`src/rtl/decode_stage_pipe.sv`:
```
// decode_stage_pipe: instruction decode stage with register file, immediate
// extension, load-use hazard detection (IDLE/STALL FSM) and the ID/EX
// pipeline register.
// Optional feature: define DECODE_WB_BYPASS_EN to make a read that hits a
// same-cycle writeback return the new value (write-through). Without it the
// read returns the previously stored value.
module decode_stage_pipe #(
  parameter int DATA_W       = 32,
  parameter int NREG         = 32,
  parameter int STALL_CYCLES = 1
) (
  input  logic              clk,
  input  logic              i_rst_n,
  input  logic              i_valid,
  input  logic [DATA_W-1:0] i_pc,
  input  logic [31:0]       i_instruction,
  input  logic              i_flush,
  input  logic              i_wb_we,
  input  logic [4:0]        i_wb_addr,
  input  logic [DATA_W-1:0] i_wb_data,
  input  logic              i_ex_memread,
  input  logic [4:0]        i_ex_rt,
  input  logic [4:0]        i_dbg_addr,
  output logic              o_valid,
  output logic [DATA_W-1:0] o_pc,
  output logic [DATA_W-1:0] o_rs_reg,
  output logic [DATA_W-1:0] o_rt_reg,
  output logic [4:0]        o_rs_addr,
  output logic [4:0]        o_rt_addr,
  output logic [4:0]        o_rd_addr,
  output logic [DATA_W-1:0] o_imm,
  output logic [5:0]        o_op,
  output logic [5:0]        o_funct,
  output logic              o_stall,
  output logic              o_pc_write,
  output logic              o_if_id_write,
  output logic [DATA_W-1:0] o_dbg_data
);

  localparam logic [0:0] S_IDLE  = 1'b0;
  localparam logic [0:0] S_STALL = 1'b1;

  // Register count as a 6-bit value so 5-bit addresses compare at equal width.
  localparam logic [5:0] NREG_L   = 6'(NREG);
  localparam logic [1:0] CNT_INIT = 2'(STALL_CYCLES - 1);

  // Entries at or above NREG are never written and stay zero.
  logic [DATA_W-1:0] r_regs [32];
  logic [0:0]        r_state;
  logic [1:0]        r_cnt;

  logic [5:0]        w_op;
  logic [4:0]        w_rs;
  logic [4:0]        w_rt;
  logic [4:0]        w_rd;
  logic [5:0]        w_funct;
  logic [DATA_W-1:0] w_imm;
  logic [DATA_W-1:0] w_rs_val;
  logic [DATA_W-1:0] w_rt_val;
  logic              w_wb_ok;
  logic              w_hazard;
  logic              w_zext;

  assign w_op    = i_instruction[31:26];
  assign w_rs    = i_instruction[25:21];
  assign w_rt    = i_instruction[20:16];
  assign w_rd    = i_instruction[15:11];
  assign w_funct = i_instruction[5:0];

  // A writeback only lands on an existing, non-zero register.
  assign w_wb_ok = i_wb_we && (i_wb_addr != 5'd0) && ({1'b0, i_wb_addr} < NREG_L);

  // Read port: r0 and addresses beyond the register count read as zero.
  function automatic logic [DATA_W-1:0] rd_port(input logic [4:0] a);
    logic [DATA_W-1:0] v;
    v = '0;
    if ((a != 5'd0) && ({1'b0, a} < NREG_L)) begin
`ifdef DECODE_WB_BYPASS_EN
      if (w_wb_ok && (a == i_wb_addr)) v = i_wb_data;
      else                             v = r_regs[a];
`else
      v = r_regs[a];
`endif
    end
    return v;
  endfunction

  assign w_rs_val   = rd_port(w_rs);
  assign w_rt_val   = rd_port(w_rt);
  assign o_dbg_data = rd_port(i_dbg_addr);

  // andi/ori/xori take a zero-extended immediate; everything else sign-extends.
  assign w_zext = (w_op == 6'h0C) || (w_op == 6'h0D) || (w_op == 6'h0E);
  assign w_imm  = w_zext ? {{(DATA_W-16){1'b0}}, i_instruction[15:0]}
                         : {{(DATA_W-16){i_instruction[15]}}, i_instruction[15:0]};

  // Load-use hazard is only evaluated in IDLE; STALL covers the remaining bubbles.
  assign w_hazard = (r_state == S_IDLE) && i_valid && i_ex_memread &&
                    (i_ex_rt != 5'd0) && ((i_ex_rt == w_rs) || (i_ex_rt == w_rt));

  // Flush wins over any stall, and reset forces the pipeline enables on.
  assign o_stall       = i_rst_n && !i_flush && (w_hazard || (r_state == S_STALL));
  assign o_pc_write    = !o_stall;
  assign o_if_id_write = !o_stall;

  // Register file write; reset clears every entry.
  // NOTE: the array is in the async reset because the architecture requires
  // all registers to read zero after reset; this costs a true flop array.
  always_ff @(posedge clk or negedge i_rst_n) begin
    if (!i_rst_n) begin
      for (int i = 0; i < 32; i++) r_regs[i] <= '0;
    end else if (w_wb_ok) begin
      r_regs[i_wb_addr] <= i_wb_data;
    end
  end

  // Stall FSM: a hazard in IDLE opens STALL_CYCLES-1 further bubble cycles.
  // NOTE: sequential state uses non-blocking assignments so every flop
  // samples pre-edge values regardless of block ordering.
  always_ff @(posedge clk or negedge i_rst_n) begin
    if (!i_rst_n) begin
      r_state <= S_IDLE;
      r_cnt   <= 2'd0;
    end else if (i_flush) begin
      r_state <= S_IDLE;
      r_cnt   <= 2'd0;
    end else begin
      case (r_state)
        S_IDLE: begin
          if (w_hazard && (STALL_CYCLES > 1)) begin
            r_state <= S_STALL;
            r_cnt   <= CNT_INIT;
          end
        end
        default: begin
          r_cnt <= r_cnt - 2'd1;
          if (r_cnt == 2'd1) r_state <= S_IDLE;
        end
      endcase
    end
  end

  // ID/EX register: flush clears, stall inserts a bubble and holds fields.
  always_ff @(posedge clk or negedge i_rst_n) begin
    if (!i_rst_n) begin
      o_valid   <= 1'b0;
      o_pc      <= '0;
      o_rs_reg  <= '0;
      o_rt_reg  <= '0;
      o_rs_addr <= '0;
      o_rt_addr <= '0;
      o_rd_addr <= '0;
      o_imm     <= '0;
      o_op      <= '0;
      o_funct   <= '0;
    end else if (i_flush) begin
      o_valid   <= 1'b0;
      o_pc      <= '0;
      o_rs_reg  <= '0;
      o_rt_reg  <= '0;
      o_rs_addr <= '0;
      o_rt_addr <= '0;
      o_rd_addr <= '0;
      o_imm     <= '0;
      o_op      <= '0;
      o_funct   <= '0;
    end else if (o_stall) begin
      o_valid <= 1'b0;
    end else begin
      o_valid   <= i_valid;
      o_pc      <= i_pc;
      o_rs_reg  <= w_rs_val;
      o_rt_reg  <= w_rt_val;
      o_rs_addr <= w_rs;
      o_rt_addr <= w_rt;
      o_rd_addr <= w_rd;
      o_imm     <= w_imm;
      o_op      <= w_op;
      o_funct   <= w_funct;
    end
  end

endmodule
```
`config.mk`:
```
export PLATFORM = sky130hd
export DESIGN_NAME = decode_stage_pipe
export DESIGN_NICKNAME = d
export VERILOG_FILES = /design/src/rtl/decode_stage_pipe.sv
export SDC_FILE = /design/constraint.sdc
export NUM_CORES = 2
export LEC_CHECK = 0
export CAP_MARGIN = 5
export CORE_ASPECT_RATIO = 0.5
export CORE_MARGIN = 5
export CORE_UTILIZATION = 39
export CTS_CLUSTER_DIAMETER = 120
export DETAILED_ROUTE_END_ITERATION = 8
export GPL_ROUTABILITY_DRIVEN = 0
export SLEW_MARGIN = 10
export SYNTH_ARGS = -nofsm -noshare
export SYNTH_HDL_FRONTEND = slang
export SYNTH_SLANG_ARGS = --single-unit
```
`constraint.sdc`:
```
create_clock -name clk -period 2.43 [get_ports clk]
set_input_delay 0.243 -clock clk [delete_from_list [all_inputs] [get_ports clk]]
set_output_delay 0.243 -clock clk [all_outputs]
set_load 0.005 [all_outputs]
```
* Word-level counts from Yosys, hierarchy flattened
Cells that the tools add are included.
Widths: inputs -> output; s select.
** Storage, ports and cells
- Register bits after elaboration :: 1183
- Input port bits :: 117
- Output and inout port bits :: 191
- Logic and storage cells :: 123
** Cells by class
- Add/subtract/negate cells :: 1
- Magnitude comparators :: 5
- Equality and inequality tests :: 7
- Muxes and demuxes :: 41
- Bitwise logic cells :: 5
- Reduce and logical (&&, ||, !) cells :: 20
** Operators with widths (number)
- $bwmux 1024 :: 1
- $mux 32 :: 19
- $bmux 32 s5 :: 3
- $demux 32 s5 :: 1
- $mux 5 :: 6
- $reduce_bool 5->1 :: 5
- $ge 6x6->1 const B :: 4
- $mux 6 :: 4
- $not 5->6 :: 4
- $eq 6x4->1 const B :: 3
- $eq 5x5->1 :: 2
- $logic_and 1x1->1 :: 8
- $lt 6x1->1 const B :: 1
- $mux 1 :: 5
- $logic_or 1x1->1 :: 4
- $mux 2 :: 2
- $eq 2x1->1 const B :: 1
- $logic_not 1->1 :: 2
- $ne 2x2->1 const B :: 1
- $reduce_bool 2->1 :: 1
- $sub 2x1->2 const B :: 1
- $not 1->1 :: 1

* Depth between registers and ports, before layout
- Depth after elaboration :: 9
- Depth in mapped cells :: 10
- Mapped depth without buffers :: 7

* Least setup slack after synthesis
OpenSTA, ideal clock, no wires.
- Path type :: in2out
- From :: input port i_dbg_addr[1]
- To :: output port o_dbg_data[10]
- Data arrival time :: 2.043 ns
- Required time :: 2.187 ns
- Setup slack :: 0.144 ns
- Stages on the path :: 7
- Path buffers :: 3
- Cell sequence :: clkbuf_1 > clkbuf_1 > buf_1 > mux4_2 > mux4_2 > mux2i_1 > nor2_1
** Between the ends
- Longest elaborated chain between the ends :: 5
- Elaborated cells on any way between the ends :: 6
- Those cells by class :: mux (4); bitwise (1); reduce/logical (1)
** Ends and longest elaborated chain
- start: declaration :: RTL line 23 : input logic [4:0] i_dbg_addr,
- $not 5->6 (implied by the code) :: RTL line 82 : v = r_regs[a];
- $bmux 32 s5 :: RTL line 82
- $mux 32 (implied by the code) (2 in a row) :: RTL line 82
- $mux 32 (*) :: RTL line 77 : if ((a != 5'd0) && ({1'b0, a} < NREG_L)) begin
- end: declaration :: RTL line 37 : output logic [DATA_W-1:0] o_dbg_data
Every way passes the cells marked *; elsewhere a longest branch is shown, timed or not. The select of a mux whose other input is x is not followed.

* Worst setup path in the final report
- From :: register r_regs[490] (netlist name)
- To :: output port o_dbg_data[10]
** Between the ends
- Longest elaborated chain between the ends :: 4
** Ends and longest elaborated chain
- start: declaration :: RTL line 48 : logic [DATA_W-1:0] r_regs [32];
- start signal: indexed assignment :: RTL line 113 : r_regs[i_wb_addr] <= i_wb_data;
- $bmux 32 s5 :: RTL line 82
- $mux 32 (implied by the code) (2 in a row) :: RTL line 82
- $mux 32 :: RTL line 77
Every way passes these cells. The select of a mux whose other input is x is not followed.

==> impl_results.md <==
* FF-to-FF setup slack at 70 ps
* Gr ovfl total at 0
* CP startpoint kind: flop
* DP HPWL at ~160,000 um
* Boundary pin count at around 310
* Crit Path Category: flop to primary output
* # fillers at 14,500
* Outcome: complete, but fails checks
* CTS root buffer: clkbuf_16
* Largest family of logic cells by synthesized area: multiplexers
* Final #Nets at 5,155
* Final Util at 0.491
* CP Max Fanout at 4
* RSZ-0062 raised after global routing: yes
* Hold WC Path Type: input port to flop
* Clk pwr share at 0.317
* Full die area at 182,000 um2
* Power per Cell Area at 751 nW/um2
* Reg clk slew, reported paths at around 70 ps
* Most frequent cells in the layout: 1,156 x dfrtp_1, 1,109 x mux2_2, 831 x mux4_2
* Share of power burned in registers at 0.401
* Synthesis-to-finish area growth at 25.4%
* Synth area leader: dfrtp_1
* Worst setup margin at -469 ps
* Hold Crit Depth at 2
* Net Sw Frac at 0.283
* #FFs+latches synth at ~1,200
* Initial antenna violation count at 2
* DP Worst Slack at -616 ps
* Max Cap Viol at 0
* Worst EP arrival at 2660 ps
* Fin. max-slew vios at 0
* Ys async rst share at 1.00
* First-pass GRT wire length at about 350,000 um
* Buffers added on ports at roughly 300
* Wire length per cell at between 30 and 40 um
* Post-synthesis compound-gate area fraction at 0.0268
* Slew headroom at 0.253
* Logic pwr share at 0.282
* Worst-Margin Slew at ~1100 ps
* Die H at approximately 300 um
* Net Sw Power at 18.0 mW
* Ys Warns at 0
* Length of the first detailed-routing pass in iterations at 6
* Simple-gate area share of the yosys netlist at 0.0151
* Final Skew at 39.9 ps
* Xor/xnor cell area share of the yosys netlist at 0.00142
* Synth Flop Type: dfrtp_1
* First DRT Iteration DRCs at between 5,000 and 6,000
* CORE AREA at around 170,000 um2
* Final worst-path cycle share at 1.19
* Seq. cell area at 29,000 um2
* Final Hold Fails at 0
* Mapped Area at about 68,000 um2
* Commonest non-fill, non-tap cell in the layout: dfrtp_1
* CTS max path bufs at 3
* Fin crit period at 2900 ps
* Fraction of final layout cells with drive strength greater than 1 at 0.620
* VDD IR max at ~580 uV
* Pint at ~46 mW
* CP required at 2190 ps
* Worst reg2reg startpoint: r_regs[394]$_DFFE_PN0P_
* Number of flip-flops in the largest register at just over 1,000
* Starting Density at 0.391
* Synth top area share at 0.428
* Mux cell area share after synthesis at 0.493
* Crit path capture type: primary output
* Worst-Skew Late Latency at between 700 and 800 ps
* Lkg Pwr at around 36 nW
* DRC Markers at 0
* Setup TNS at -12,080 ps
* Die W at around 600 um
* CTS Sinks at 1,157
* Largest net degree at the start of global routing at approximately 170
* Failing checks: negative setup slack
* Number of placement rows at approximately 110
* CTS Buf Count at 117
* Fmax at ~340 MHz
* Htree depth at 3
* Reg-to-Reg End: o_rt_reg[10]$_DFFE_PN0P_
* Setup violations, final at 32
* Yosys cell types at between 40 and 50
* Vias after detailed routing at 46,900
* Total track usage at 0.264
* Largest Register: r_regs
* R2R cell count at 6
* Register area share after synthesis at 0.428
* CTS tree: built
* CP endpoint: o_dbg_data[10]
* Top post-synthesis cells by area: dfrtp_1 43%, mux4_2 28%, mux2_2 18%
* Multi-input gate area at 36,800 um2
* Syn avg cell area at 15.9 um2
* Drt total wl at 243,000 um
* Crit. Startpoint: r_regs[490]$_DFFE_PN0P_
* Vias in the first global route at just under 50,000
* DRT antenna net count at 0
* Vias/cell at about 6.3
* Number of synthesized flops with an enable pin at 0
* Post-synthesis cell count at about 4,300
* Synth Area in Adders at 0.000185
* Synthesized net count at between 4,000 and 5,000
[synthesized netlist by cell type (all sizes together) (6+ instances only)]
| library cell | number |
|---|---|
| dfrtp | 1157 |
| nand2 | 24 |
| mux2i | 158 |
| o2bb2ai | 64 |
| nand2b | 7 |
| nor3b | 6 |
| a221oi | 63 |
| a22o | 26 |
| buf | 276 |
| mux4 | 831 |
| clkbuf | 253 |
| o22ai | 65 |
| mux2 | 1148 |
| nor2 | 69 |
| xnor2 | 11 |
| nor2b | 69 |
[critical path, stage by stage, from the launching register on]
cell	delay, ps
dfrtp_1	420
mux4_2	500
mux4_2	470
mux2i_1	150
buf_4	170
nor2_2	40
buf_2	120
[cell type report]
cell class | instances | share of cell area
flip-flops and latches | 1157 | 0.341
clock buffers | 163 | 0.0404
diodes | 2 | 0.0000590
multi-input cells | 2575 | 0.434
repair buffers | 1183 | 0.140
clock inverters | 57 | 0.00978
well taps | 2310 | 0.0341
inverters | 3 | 0.000162
[how the worst min path moves through the flow]
stage / end / from / slack (ps)
2_1_floorplan: o_imm[0]$_DFFE_PN0P_ / i_rst_n / -50
3_3_place_gp: r_regs[737]$_DFFE_PN0P_ / i_rst_n / 320
3_5_place_dp: r_regs[705]$_DFFE_PN0P_ / i_rst_n / 330
4_1_cts: r_regs[737]$_DFFE_PN0P_ / i_rst_n / 120
5_1_grt: o_valid$_DFF_PN0_ / i_valid / 140
6_report: o_valid$_DFF_PN0_ / i_valid / 150
[kinds of logic after synthesis]
family / Yosys count
fa+ha+maj: 1
flops: 1157
mux: 2137
xor+xnor: 11
buf+inv: 532
simple gates: 198
compound gates: 228
[per-stage QoR]
stage | hold slack [ps] | cells | total power, mW | instance area (um2)
floorplan | -52.6 | 4264 | 35.6 | 67600
global placement | 322 | 7096 | 42.4 | 79600
detailed placement | 326 | 7096 | 43.0 | 79600
CTS | 116 | 7424 | 63.8 | 84600
global route | 144 | 7449 | 66.4 | 84900
finish | 147 | 7450 | 63.7 | 84900
[per-layer routing]
| layer | global-route usage | share of wire | vias up |
|---|---|---|---|
| met3 | 0.0616 | 0.085 | 533 |
| met1 | 0.352 | 0.40 | 25500 |
| met5 | 0 | 0 | - |
| met4 | 0.109 | 0.047 | 0 |
| met2 | 0.416 | 0.47 | 2245 |
| li1 | - | - | 18600 |
[timing repair]
action / 4_1_cts / 5_1_grt
gates resized for setup: 161 / 18
gates cloned: 0 / 0
endpoints found under the setup margin: 35 / 34
hold buffers: 2 / 0
pin swaps: 14 / 15
buffers inserted: 107 / 24
endpoints found under the hold margin: 232 / 0
[power by group through the flow]
| stage | Clock [mW] | Combinational, mW | Sequential [mW] |
|---|---|---|---|
| 2_1_floorplan | 0 | 10.5 | 25.1 |
| 3_3_place_gp | 0 | 16.7 | 25.7 |
| 3_5_place_dp | 0 | 17.2 | 25.9 |
| 4_1_cts | 20.6 | 17.8 | 25.4 |
| 5_1_grt | 21.4 | 19.1 | 25.9 |
| 6_report | 20.2 | 18.0 | 25.6 |
Power figures use the tool's default switching activity.
